**src/rtl/mem_port_ctrl.sv**
```systemverilog
// Byte-wide memory port sequencer: one CPU access per request, req/ack handshake
// to memory, read-byte return and instruction-register lane loading. Option: MEMPORT_TIMEOUT_EN.
module mem_port_ctrl #(
  parameter int ADDR_W  = 8,
  parameter int TIMEOUT = 15
) (
  input  logic              clk,
  input  logic              reset,
  input  logic              cpu_req,
  input  logic              cpu_we,
  input  logic [ADDR_W-1:0] cpu_adr,
  input  logic [7:0]        cpu_wdata,
  input  logic [3:0]        irwrite,
  output logic              cpu_busy,
  output logic              cpu_done,
  output logic [7:0]        cpu_rdata,
  output logic              cpu_err,
  output logic [31:0]       instr,
  output logic [5:0]        op,
  output logic [5:0]        funct,
  output logic              mem_req,
  output logic              mem_we,
  output logic [ADDR_W-1:0] mem_adr,
  output logic [7:0]        mem_wdata,
  input  logic              mem_ack,
  input  logic [7:0]        mem_rdata
);

  typedef enum logic [1:0] {
    IDLE = 2'd0,
    REQ  = 2'd1,
    DONE = 2'd2
  } state_t;

  state_t     state;
  logic [3:0] ir_sel;

  if (TIMEOUT < 1) begin : g_bad_timeout
    $error("mem_port_ctrl: TIMEOUT must be >= 1");
  end

`ifdef MEMPORT_TIMEOUT_EN
  localparam int CNT_W = $clog2(TIMEOUT + 1);

  logic [CNT_W-1:0] wait_cnt;
  logic             timeout_hit;

  assign timeout_hit = (wait_cnt == CNT_W'(TIMEOUT));
`else
  assign cpu_err = 1'b0;
`endif

  assign op    = instr[31:26];
  assign funct = instr[5:0];

  // mem_we doubles as the captured direction; it only drops when leaving REQ
  always_ff @(posedge clk) begin
    if (reset) begin
      state     <= IDLE;
      ir_sel    <= 4'b0000;
      cpu_busy  <= 1'b0;
      cpu_done  <= 1'b0;
      cpu_rdata <= 8'h00;
      instr     <= 32'h0000_0000;
      mem_req   <= 1'b0;
      mem_we    <= 1'b0;
      mem_adr   <= '0;
      mem_wdata <= 8'h00;
`ifdef MEMPORT_TIMEOUT_EN
      cpu_err   <= 1'b0;
      wait_cnt  <= '0;
`endif
    end else begin
      cpu_done <= 1'b0;
`ifdef MEMPORT_TIMEOUT_EN
      cpu_err  <= 1'b0;
`endif
      case (state)
        IDLE: begin
`ifdef MEMPORT_TIMEOUT_EN
          wait_cnt <= '0;
`endif
          if (cpu_req) begin
            state     <= REQ;
            cpu_busy  <= 1'b1;
            mem_req   <= 1'b1;
            mem_we    <= cpu_we;
            mem_adr   <= cpu_adr;
            mem_wdata <= cpu_wdata;
            ir_sel    <= irwrite;
          end
        end

        REQ: begin
          if (mem_ack) begin
            state    <= DONE;
            mem_req  <= 1'b0;
            mem_we   <= 1'b0;
            cpu_done <= 1'b1;
            if (!mem_we) begin
              cpu_rdata <= mem_rdata;
              for (int k = 0; k < 4; k++) begin
                if (ir_sel[k]) instr[8*k +: 8] <= mem_rdata;
              end
            end
`ifdef MEMPORT_TIMEOUT_EN
            wait_cnt <= '0;
          end else if (timeout_hit) begin
            state     <= DONE;
            mem_req   <= 1'b0;
            mem_we    <= 1'b0;
            cpu_done  <= 1'b1;
            cpu_err   <= 1'b1;
            cpu_rdata <= 8'h00;
            wait_cnt  <= '0;
          end else begin
            wait_cnt <= wait_cnt + CNT_W'(1);
`endif
          end
        end

        DONE: begin
          state    <= IDLE;
          cpu_busy <= 1'b0;
        end

        default: begin
          state    <= IDLE;
          cpu_busy <= 1'b0;
          mem_req  <= 1'b0;
          mem_we   <= 1'b0;
        end
      endcase
    end
  end

endmodule
```
**config.mk**
```make
export PLATFORM = sky130hd
export DESIGN_NAME = mem_port_ctrl
export DESIGN_NICKNAME = d
export VERILOG_FILES = /design/src/rtl/mem_port_ctrl.sv
export SDC_FILE = /design/constraint.sdc
export NUM_CORES = 1
export LEC_CHECK = 0
export ABC_AREA = 1
export CORE_ASPECT_RATIO = 0.9
export CORE_MARGIN = 2
export CORE_UTILIZATION = 36
export CTS_BUF_LIST = sky130_fd_sc_hd__clkbuf_8 sky130_fd_sc_hd__clkbuf_16
export CTS_CLUSTER_DIAMETER = 150
export DETAILED_ROUTE_END_ITERATION = 10
export PLACE_DENSITY = 0.71
export SLEW_MARGIN = 20
export SYNTH_ARGS = -nofsm -noshare
export SYNTH_HDL_FRONTEND = slang
export SYNTH_SLANG_ARGS = --single-unit
```
**constraint.sdc**
```tcl
create_clock -name clk -period 1.1 [get_ports clk]
set_input_delay 0.22 -clock clk [delete_from_list [all_inputs] [get_ports clk]]
set_output_delay 0.22 -clock clk [all_outputs]
set_load 0.02 [all_outputs]
```
---- Yosys cells after proc, flatten, opt, wreduce, memory -nomap -nowiden ----
Cells that the tools add are included.
Widths: inputs -> output; s select.
word-level totals
  register bits after elaboration ......... 66
  input bits .............................. 33
  output and inout bits ................... 73
  word-level logic and storage cells ...... 41
cells by class
  equality and inequality tests ........... 4
  multiplexer cells ....................... 10
  bitwise operators ....................... 3
  reductions and logical operators ........ 11
operators with widths
  kind                count
  $reduce_and 4->1    4
  $pmux 1 s3          2
  $reduce_and 2->1    3
  $reduce_and 3->1    2
  $mux 1              4
  $mux 2              2
  $ne 2x2->1 const B  2
  $pmux 2 s2          1
  $not 1->1           3
  $eq 2x1->1 const B  1
  $eq 2x2->1 const B  1
  $logic_not 2->1     1
  $pmux 1 s2          1
  $reduce_or 2->1     1

---- Logic depth before layout (Yosys ltp) ----
Gate-level depths: netlist of the first run.
  depth after elaboration ................. 3
  mapped depth ............................ 7
  gate-level depth less buffers ........... 6

---- Worst setup path before layout of the first run ----
OpenSTA, ideal clock, no wires.
  path type ............................... reg-to-reg
  start point ............................. register mem_we
  end point ............................... register instr[10]
  library setup time ...................... 113 ps
  arrival time ............................ 1069 ps
  data required time ...................... 987 ps
  slack ................................... -81 ps
  cell stages (with the launch flop) ...... 7
  path buffers ............................ 1
  clock period less this slack ............ 1181 ps
  cell sequence ........................... dfxtp_1 -> inv_1 -> nand2_4 -> nor2_4 -> buf_6 -> nor2_1 -> nor2_1
between the ends
  cells in the longest elaborated chain, start to end .. 2
RTL lines
  item                           line  source
  start, declared                22    output logic mem_we,
  start signal, assigned         87    mem_we <= cpu_we;
  $not 1->1 (no line)            n/a
  $reduce_and 4->1 (no line)     n/a
  end signal, assigned by index  103   if (ir_sel[k]) instr[8*k +: 8] <= mem_rdata;
  end, declared                  18    output logic [31:0] instr,
No other way between the ends.
A chain may end at the register's enable or synchronous reset.

---- Worst setup path in the final report of the first run ----
  start point ............................. register state[0]
  end point ............................... register mem_we
between the ends
  cells in the longest elaborated chain, start to end .. 3
  elaborated cells on any way between the ends .. 8
  classes of those cells .................. eq/ne: 4; mux: 1; bitwise: 1; reduce/logical: 2
RTL lines
  item                                               line  source
  start, declared                                    35    state_t state;
  start signal, assigned                             59    state <= IDLE;
  start signal, assigned                             84    state <= REQ;
  start signal, assigned                             96    state <= DONE;
  $eq 2x1->1 (tied with other cells)                 78    case (state)
  $ne 2x2->1 (no line) or $not 1->1 (tied branches)  n/a
  $reduce_and 3->1 (no line)                         n/a
Several ways; a longest one is shown, not always the timed one.

==> results of run 1 <==
-- metal layers --
layer / track usage (%) / wire, µm / vias up
li1: - / - / 1301
met1: 22.6 / 3170 / 1164
met2: 29.6 / 3290 / 63
met3: 4.13 / 380 / 8
met4: 6.72 / 80 / 0
met5: 0 / 0 / -
-- cells in the final DEF (no fill, tap or decap), types with 3 or more instances in the layout --
master           netlist  final
o21ai_0               25      5
nor2_1               121    113
dfxtp_1               66     56
clkdlybuf4s50_1        0     31
buf_4                 16     43
nor3_1                 3      3
o21bai_1               9      9
nor2_2                 0      8
nand2_2                1      6
clkinv_2               0      4
dfxtp_2                0      9
nor2_4                 3      4
nand2_1               61     53
o21ai_1                4     21
o21ai_2                0      3
nand2_4                2      4
buf_2                  0     40
a21oi_1                4      4
nand3_4                1      4
clkbuf_8               0      9
inv_1                 11     12
buf_12                 0      8
-- sequential cells by signal, summed over array words and instances (netlist names) --
name,count
mem_wdata,8
mem_we,1
instr,32
cpu_done,1
state,2
mem_adr,8
cpu_rdata,8
cpu_busy,1
mem_req,1
ir_sel,4
-- path summary, 6_finish.rpt --
check | from | end | slack [ns] | depth (start not counted)
min | cpu_busy$_SDFFE_PP0P_ | cpu_busy$_SDFFE_PP0P_ | 0.46 | 2
min reg2reg | cpu_busy$_SDFFE_PP0P_ | cpu_busy$_SDFFE_PP0P_ | 0.46 | 2
max | state[0]$_SDFFE_PP0P_ | mem_we$_SDFFE_PP0P_ | -0.02 | 6
max reg2reg | state[0]$_SDFFE_PP0P_ | mem_we$_SDFFE_PP0P_ | -0.02 | 6
-- power by group --
group | switching, mW | total, mW | internal (mW)
clock network | 0.866 | 1.64 | 0.772
logic | 0.550 | 0.997 | 0.448
registers | 0.0800 | 2.60 | 2.52
total | 1.50 | 5.23 | 3.74
-- kinds of logic after synthesis --
kind of cell	count (synthesis)	synth area share (%)
buffers and inverters	42	9.38
DFF	66	49.3
and+or+nand+nor	200	32.5
AOI/OAI and AO/OA	42	8.68
other	1	0.140
-- critical path: stages (launching register included) --
cell and delay [ns]:
dfxtp_2 0.33, buf_12 0.14, inv_2 0.06, nand3_4 0.12, buf_12 0.17, a21oi_1 0.13, nor2_1 0.05
-- layout make-up --
type | count | area (µm²) | area share [%]
clock buffers | 9 | 124 | 3.15
clock inverters | 6 | 27.5 | 0.701
inverters | 15 | 66.3 | 1.69
multi-input cells | 244 | 1220 | 31.0
flip-flops and latches | 66 | 1340 | 34.0
well taps | 93 | 116 | 2.96
repair buffers | 126 | 1040 | 26.5
-- repair_timing --
| action | 4_1_cts | 5_1_grt |
|---|---|---|
| pin swaps | 2 | 13 |
| hold endpoints to repair | 0 | 0 |
| setup endpoints to repair | 120 | 91 |
| gates resized for setup | 315 | 69 |
| cloned | 0 | 1 |
| buffers inserted | 1 | 1 |
==> flow_metrics.env, run 1 <==
export IMPL_p_per_area_mw_per_mm2=1330
export IMPL_max_vdd_ir_drop_mv=0.557
export IMPL_arrival_ns=1.34
export IMPL_grt_setup_unrepaired="true"
export IMPL_startpoint_type="flop"
export IMPL_portBuffers=104
export IMPL_synth_cell_types=24
export IMPL_drtIter0Drc=90
export IMPL_grt_pass1_vias=2364
export IMPL_clock_sinks=66
export IMPL_criticalPathCategory="flop to flop"
export IMPL_die_h_um=85.9
export IMPL_grt_overflow_total=0
export IMPL_cts_path_max_buffers=2
export IMPL_crit_required_ns=1.32
export IMPL_hold_viol_final=0
export IMPL_antenna_found_initial=0
export IMPL_seq_area_frac_synth_pct=49.3
export IMPL_fill_cells=669
export IMPL_num_nets_final=495
export IMPL_slew_violations=0
export IMPL_grt_max_degree=32
export IMPL_period_needed_ns=1.12
export IMPL_drt_first_pass_iters=4
export IMPL_clkTransAtPathRegs_ns=0.06
export IMPL_min_path_type="flop to flop"
export IMPL_n_antenna_cell=0
export IMPL_holdWs_ns=0.465
export IMPL_grtUsageTotal_pct=17.9
export IMPL_die_area_mm2=0.00815
export IMPL_synth_common_cells="121 x nor2_1, 66 x dfxtp_1, 61 x nand2_1"
export IMPL_core_mm2=0.00715
export IMPL_synth_cell_area_mm2=0.00268
export IMPL_insertion_delay_ns=0.34
export IMPL_cts_hold_buf=0
export IMPL_routedWlPerCell_um=12.4
export IMPL_violations="negative setup slack"
export IMPL_synth_edf_count=0
export IMPL_cts_tree="done"
export IMPL_rows=29
export IMPL_via_per_inst=4.54
export IMPL_synth_most_common_cell="nor2_1"
export IMPL_place_area_mm2=0.00387
export IMPL_drc=0
export IMPL_yosys_area_top_type="dfxtp_1"
export IMPL_fin_crit_sh_pct=102
export IMPL_avgSynthCellArea_um2=7.64
export IMPL_drive_above_1_share_pct=33.3
export IMPL_max_freq_ghz=0.894
export IMPL_totalWireLength_um=6920
export IMPL_yosys_area_top_type_share_pct=49.3
export IMPL_cts_buffers=9
export IMPL_async_reset_ff_share_pct=0
export IMPL_cp_end_kind="flop"
export IMPL_crit_path_max_fanout=12
export IMPL_place_ws_ns=-0.445
export IMPL_post_route_util_pct=54.9
export IMPL_synth_top_flop_cell="dfxtp_1"
export IMPL_ys_warnings_count=0
export IMPL_ant_nets=0
export IMPL_die_w_um=95.0
export IMPL_cap_violations=0
export IMPL_h_tree_depth=3
export IMPL_setup_viol=8
export IMPL_initial_core_util_pct=37.5
export IMPL_design_area_mm2=0.00393
export IMPL_leakagePower_nw=1.86
export IMPL_fin_total_pwr_mw=5.23
export IMPL_finalWorstSetupSlack_ns=-0.0186
export IMPL_root_buffer="clkbuf_8"
export IMPL_io_pins=106
export IMPL_synth_fp_nets=384
export IMPL_grt_pass1_wl_um=11300
export IMPL_finalSetupTns_ns=-0.0393
export IMPL_syn_instance_count=351
export IMPL_dp_cells=541
export IMPL_via_count=2536
export IMPL_synth_area_leaders="dfxtp_1 49%, nor2_1 17%, nand2_1 8.5%"
export IMPL_status="finished, violations left"
export IMPL_dp_final_hpwl_um=5080
export IMPL_layout_area_overhead_vs_synth_pct=46.5
export IMPL_ys_ff_latch=66
export IMPL_fin_cells=559
export IMPL_routabilityCongestion=0.805
export IMPL_finClkSkew_ns=0.00868
Power figures use the tool's default switching activity.
==> run 2, diff against run 1 <==
--- a/config.mk
+++ b/config.mk
@@ -5,14 +5,14 @@
 export SDC_FILE = /design/constraint.sdc
 export NUM_CORES = 1
 export LEC_CHECK = 0
-export ABC_AREA = 1
+export CAP_MARGIN = 25
 export CORE_ASPECT_RATIO = 0.9
 export CORE_MARGIN = 2
 export CORE_UTILIZATION = 36
 export CTS_BUF_LIST = sky130_fd_sc_hd__clkbuf_8 sky130_fd_sc_hd__clkbuf_16
 export CTS_CLUSTER_DIAMETER = 150
 export DETAILED_ROUTE_END_ITERATION = 10
-export PLACE_DENSITY = 0.71
+export DONT_BUFFER_PORTS = 1
 export SLEW_MARGIN = 20
 export SYNTH_ARGS = -nofsm -noshare
 export SYNTH_HDL_FRONTEND = slang
==> run 2 against run 1 <==
Effect of this change:
- the run ends with negative hold slack, negative setup slack left
- maximum frequency fell by 12%
- non-clock buffer count shrank 96
- die area fell by 1.6%
- critical path type unchanged
- critical endpoint is now cpu_rdata[1]$_SDFFE_PP0P_
- largest cell class unchanged
- largest power group unchanged
==> flow_metrics.env, run 2 <==
export IMPL_holdWs_ns=-0.0622
export IMPL_grtUsageTotal_pct=15.7
export IMPL_design_area_mm2=0.00331
export IMPL_finalWorstSetupSlack_ns=-0.174
export IMPL_totalWireLength_um=6090
export IMPL_fin_total_pwr_mw=5.46
export IMPL_r2r_end="cpu_rdata[1]$_SDFFE_PP0P_"
export IMPL_period_needed_ns=1.27
export IMPL_ant_nets=0
export IMPL_layout_area_overhead_vs_synth_pct=25.8
export IMPL_finalSetupTns_ns=-7.32
export IMPL_ys_ff_latch=66
export IMPL_leakagePower_nw=1.42
export IMPL_die_area_mm2=0.00802
export IMPL_cp_end_kind="flop"
export IMPL_drt_first_pass_iters=4
export IMPL_setup_viol=62
export IMPL_drc=0
export IMPL_portBuffers=0
export IMPL_cp_num_buf_inv=2
export IMPL_place_ws_ns=-0.188
export IMPL_largest_reg_flops=32
export IMPL_crit_required_ns=1.34
export IMPL_final_cell_mix="54 x dfxtp_1, 42 x nand2b_1, 40 x mux2i_1, 30 x nand2_1, 15 x buf_6"
export IMPL_num_nets_final=316
export IMPL_grt_setup_unrepaired="true"
export IMPL_worstHoldStart="reset"
export IMPL_synth_common_cells="66 x dfxtp_1, 42 x nand2b_1, 41 x nand2_1"
export IMPL_synth_cell_types=25
export IMPL_slew_violations=0
export IMPL_finClkSkew_ns=0.00723
export IMPL_clkTransAtPathRegs_ns=0.07
export IMPL_synth_most_common_cell="dfxtp_1"
export IMPL_syn_instance_count=270
export IMPL_async_reset_ff_share_pct=0
export IMPL_crit_path_max_fanout=8
export IMPL_ys_warnings_count=0
export IMPL_status="finished, violations left"
export IMPL_seq_area_frac_synth_pct=50.1
export IMPL_rows=29
export IMPL_cap_violations=0
export IMPL_synth_edf_count=0
export IMPL_fin_cells=381
export IMPL_cpPeakStageDelay_ns=0.33
export IMPL_crit_family="simple AND/OR/NAND/NOR gates"
export IMPL_criticalPathCategory="flop to flop"
export IMPL_dp_final_hpwl_um=3920
export IMPL_synth_area_leaders="dfxtp_1 50%, mux2i_1 15%, nand2b_1 10%"
export IMPL_insertion_delay_ns=0.34
export IMPL_p_per_area_mw_per_mm2=1650
export IMPL_via_per_inst=4.78
export IMPL_arrival_ns=1.51
export IMPL_violations="negative hold slack, negative setup slack"
export IMPL_n_antenna_cell=0
export IMPL_clock_sinks=66
export IMPL_reg2reg_from="state[1]$_SDFFE_PP0P_"
export IMPL_r2r_cells=5
export IMPL_drive_above_1_share_pct=31.3
export IMPL_cts_buffers=9
export IMPL_worstPathCellList="and4bb_1, buf_12, buf_12, mux2i_1, nor2_1"
export IMPL_cts_path_max_buffers=2
export IMPL_grt_max_degree=75
export IMPL_post_route_util_pct=46.8
export IMPL_min_path_type="input pin to flop"
export IMPL_slowest_stage="dfxtp_2"
export IMPL_grt_pass1_vias=1797
export IMPL_h_tree_depth=3
export IMPL_initial_core_util_pct=37.2
export IMPL_cp_common_cell="buf_12"
export IMPL_routabilityCongestion=0.747
export IMPL_grt_pass1_wl_um=9470
export IMPL_dp_cells=356
export IMPL_yosys_area_top_type="dfxtp_1"
export IMPL_die_h_um=85.2
export IMPL_synth_cell_area_mm2=0.00264
export IMPL_root_buffer="clkbuf_8"
export IMPL_startpoint_type="flop"
export IMPL_synth_top_flop_cell="dfxtp_1"
export IMPL_yosys_area_top_type_share_pct=50.1
export IMPL_die_w_um=94.2
export IMPL_max_freq_ghz=0.785
export IMPL_synth_fp_nets=303
export IMPL_max_vdd_ir_drop_mv=0.660
export IMPL_min_to="cpu_rdata[0]$_SDFFE_PP0P_"
export IMPL_core_mm2=0.00708
export IMPL_mostFrequentLayoutCell="dfxtp_1"
export IMPL_fin_crit_sh_pct=116
export IMPL_via_count=1821
export IMPL_io_pins=106
export IMPL_hold_depth=1
export IMPL_avgSynthCellArea_um2=9.76
export IMPL_place_area_mm2=0.00276
export IMPL_hold_viol_final=34
export IMPL_largest_register="instr"
export IMPL_cts_tree="done"
export IMPL_antenna_found_initial=0
export IMPL_drtIter0Drc=52
export IMPL_grt_overflow_total=0
export IMPL_routedWlPerCell_um=16.0
export IMPL_r2r_slack_ns=-0.17
==> run 2: changes by cell type after synthesis, sizes merged, moves of 2 or more <==
cell    before  now
a21oi        4   23
and2         0    2
buf         20   23
inv         15    0
mux2i        0   40
nand2       64   45
nand2b       0   42
nand3        6    0
nor2       126   11
o21ai       29    1
o21bai       9    0
==> run 2: kinds of logic after synthesis <==
group	Yosys count	synth area share (%)
compound gates	26	5.22
buf+inv	30	7.88
other cells	1	0.142
flops	66	50.1
simple gates	107	21.4
mux	40	15.2
==> run 2: power by group <==
part	switching, mW	internal [mW]	leakage, nW	total (mW)
combinational	0.219	0.231	0.755	0.451
clock	0.979	1.41	0.121	2.39
sequential	0.144	2.47	0.543	2.62
total	1.34	4.12	1.42	5.46
==> run 2: cell type report <==
cell class | instances | area [µm²]
fill | 696 | 3760
clock inverter | 6 | 87.6
timing repair buffer | 30 | 344
tap | 93 | 116
clock buffer | 10 | 149
sequential | 66 | 1340
multi-input combinational | 176 | 1280
==> run 2: how the worst max path moves through the flow <==
stage	startpoint	end	slack (ns)	cells past startpoint
after global placement	state[1]$_SDFFE_PP0P_	instr[18]$_SDFFE_PP0P_	-0.14	4
after detailed placement	state[1]$_SDFFE_PP0P_	instr[22]$_SDFFE_PP0P_	-0.19	4
after global routing	state[1]$_SDFFE_PP0P_	instr[27]$_SDFFE_PP0P_	-0.21	4
after floorplan	state[0]$_SDFFE_PP0P_	cpu_rdata[0]$_SDFFE_PP0P_	-0.11	6
after CTS	state[1]$_SDFFE_PP0P_	cpu_rdata[1]$_SDFFE_PP0P_	-0.18	5
final	state[1]$_SDFFE_PP0P_	cpu_rdata[1]$_SDFFE_PP0P_	-0.17	5
==> run 2: worst register-to-register path, cell delays in order, from the launching register on <==
cell and delay, ns:
dfxtp_2 0.33, and4bb_1 0.31, buf_12 0.15, buf_12 0.12
mux2i_1 0.20, nor2_1 0.06
==> run 2: timing repair <==
item | in CTS | in global routing
resized for setup | 17 | 49
setup endpoints to repair | 67 | 84
setup buffers | 2 | 3
cloned | 3 | 1
hold endpoints to repair | 34 | 34
pin swaps | 4 | 14
==> run 2: layer usage <==
layer / GRT usage (%) / vias to the layer above / wire, µm
met3: 4.97 / 9 / 407
li1: - / 900 / -
met5: 0 / - / 0
met4: 8.17 / 0 / 113
met1: 20.2 / 854 / 2790
met2: 23.4 / 58 / 2780
==> run 3, diff against run 2 <==
--- a/config.mk
+++ b/config.mk
@@ -6,13 +6,17 @@
 export NUM_CORES = 1
 export LEC_CHECK = 0
 export CAP_MARGIN = 25
+export CELL_PAD_IN_SITES_DETAIL_PLACEMENT = 0
+export CELL_PAD_IN_SITES_GLOBAL_PLACEMENT = 1
 export CORE_ASPECT_RATIO = 0.9
 export CORE_MARGIN = 2
-export CORE_UTILIZATION = 36
+export CORE_UTILIZATION = 41
 export CTS_BUF_LIST = sky130_fd_sc_hd__clkbuf_8 sky130_fd_sc_hd__clkbuf_16
 export CTS_CLUSTER_DIAMETER = 150
 export DETAILED_ROUTE_END_ITERATION = 10
 export DONT_BUFFER_PORTS = 1
+export HOLD_SLACK_MARGIN = 0.03
+export PLACE_DENSITY_LB_ADDON = 0.1
 export SLEW_MARGIN = 20
 export SYNTH_ARGS = -nofsm -noshare
 export SYNTH_HDL_FRONTEND = slang
==> run 3 against run 2 <==
Effect of this change:
- critical path depth unchanged
- highest routed layer unchanged
- via count about the same
- final cell count decreased by 1.6%
- maximum frequency decreased by 0.75%
- the flow still finishes with violations (negative hold slack, negative setup slack)
- core utilization increased by 6.8 points
- total power decreased by 11%
- largest power group unchanged
- global-route usage increased by 0.69 points
- wire length decreased by 3.1%
- register-to-register slack about the same
- die area decreased by 12%
- final area about the same
==> flow_metrics.env, run 3 (same netlist as run 2, synthesis figures left out) <==
export IMPL_status="finished, violations left"
export IMPL_violations="negative hold slack, negative setup slack"
export IMPL_multi_input_area_mm2=0.00135
export IMPL_post_route_util_pct=53.6
export IMPL_crit_end="cpu_rdata[4]$_SDFFE_PP0P_"
export IMPL_ant_nets=0
export IMPL_die_w_um=88.5
export IMPL_root_buffer="clkbuf_8"
export IMPL_dp_final_hpwl_um=3620
export IMPL_via_count=1822
export IMPL_routabilityCongestion=0.704
export IMPL_slew_violations=0
export IMPL_via_per_inst=4.86
export IMPL_finalWorstSetupSlack_ns=-0.183
export IMPL_period_needed_ns=1.28
export IMPL_cap_violations=0
export IMPL_startpoint_type="flop"
export IMPL_r2r_slack_ns=-0.18
export IMPL_initial_core_util_pct=42.6
export IMPL_num_nets_final=318
export IMPL_finalSetupTns_ns=-7.30
export IMPL_clock_sinks=66
export IMPL_dp_cells=349
export IMPL_arrival_ns=1.51
export IMPL_crit_path_max_fanout=5
export IMPL_io_pins=106
export IMPL_cts_tree="done"
export IMPL_insertion_delay_ns=0.33
export IMPL_totalWireLength_um=5910
export IMPL_seq_area_mm2=0.00133
export IMPL_drc=0
export IMPL_fin_total_pwr_mw=4.83
export IMPL_fin_crit_sh_pct=117
export IMPL_rows=27
export IMPL_pwr_share_clk_pct=35.2
export IMPL_fin_cells=375
export IMPL_grt_setup_unrepaired="true"
export IMPL_largest_register="instr"
export IMPL_cp_end_kind="flop"
export IMPL_die_h_um=80.1
export IMPL_die_area_mm2=0.00709
export IMPL_clkTransAtPathRegs_ns=0.07
export IMPL_criticalPathCategory="flop to flop"
export IMPL_cts_buffers=9
export IMPL_sw_frac_of_total_pct=24.7
export IMPL_p_per_area_mw_per_mm2=1460
export IMPL_grt_pass1_wl_um=8670
export IMPL_place_ws_ns=-0.178
export IMPL_crit_start="state[1]$_SDFFE_PP0P_"
export IMPL_r2r_cells=5
export IMPL_holdWs_ns=-0.0376
export IMPL_drive_above_1_share_pct=32.6
export IMPL_antenna_found_initial=0
export IMPL_place_area_mm2=0.00275
export IMPL_grtUsageTotal_pct=16.3
export IMPL_setup_viol=62
export IMPL_grt_overflow_total=0
export IMPL_grt_pass1_vias=1755
export IMPL_layout_area_overhead_vs_synth_pct=25.8
export IMPL_finClkSkew_ns=0.00660
export IMPL_min_path_type="input pin to flop"
export IMPL_r2r_end="cpu_rdata[4]$_SDFFE_PP0P_"
export IMPL_design_area_mm2=0.00332
export IMPL_drtIter0Drc=58
export IMPL_leakagePower_nw=1.42
export IMPL_p_seq_share_pct=54.2
export IMPL_mostFrequentLayoutCell="dfxtp_1"
export IMPL_hold_viol_final=33
export IMPL_p_sw_mw=1.20
export IMPL_reg2reg_from="state[1]$_SDFFE_PP0P_"
export IMPL_largest_reg_flops=32
export IMPL_h_tree_depth=3
export IMPL_final_cell_mix="62 x dfxtp_1, 42 x nand2b_1, 40 x mux2i_1, 24 x nand2_1, 19 x a21oi_2"
export IMPL_crit_required_ns=1.32
export IMPL_routedWlPerCell_um=15.7
export IMPL_grt_max_degree=75
export IMPL_max_freq_ghz=0.779
export IMPL_n_antenna_cell=0
export IMPL_portBuffers=0
export IMPL_comb_power_share_pct=10.6
export IMPL_fill_cells=596
export IMPL_core_mm2=0.00618
export IMPL_p_int_mw=3.64
export IMPL_cts_path_max_buffers=2
export IMPL_max_vdd_ir_drop_mv=0.717
export IMPL_drt_first_pass_iters=4
[run 3: worst max-delay path, stage by stage, from the launching register on]
cell and delay, ns:
dfxtp_1 0.31, and4bb_4 0.37, clkbuf_16 0.18, buf_4 0.11
mux2i_1 0.16, nor2_1 0.05
[run 3: how the worst min path moves through the flow]
stage                     cells past startpoint  startpoint                        end
after floorplan                               1     mem_ack      state[0]$_SDFFE_PP0P_
after global placement                        1       reset      cpu_busy$_SDFFE_PP0P_
after detailed placement                      1       reset      cpu_busy$_SDFFE_PP0P_
after CTS                                     1       reset      cpu_busy$_SDFFE_PP0P_
after global routing                          1       reset  cpu_rdata[0]$_SDFFE_PP0P_
final                                         1       reset  cpu_rdata[3]$_SDFFE_PP0P_
[run 3: final cells by class]
class | instances | share of cell area (%)
multi-input combinational | 177 | 40.8
timing repair buffer | 31 | 10.9
clock buffer | 11 | 4.57
tap | 87 | 3.28
clock inverter | 3 | 0.340
sequential | 66 | 40.2
[run 3: layer usage]
layer | track usage [%] | share of wire, %
met1 | 21.7 | 47
met3 | 8.53 | 8.9
met4 | 3.33 | 0.59
met5 | 0 | 0
met2 | 23.8 | 43
[run 3: what timing repair did]
item,in CTS,in global routing
endpoints found under the hold margin,34,34
pin swaps,6,30
cloned,3,3
resized for setup,12,72
setup buffers,3,4
setup endpoints to repair,66,80
[run 3: power groups by stage]
stage / clock, mW / combinational [mW] / sequential [mW]
global placement: 0 / 0.324 / 2.66
detailed placement: 0 / 0.328 / 2.66
CTS: 1.78 / 0.378 / 2.62
global route: 1.87 / 0.554 / 2.63
finish: 1.70 / 0.511 / 2.62
floorplan: 0 / 0.296 / 2.66
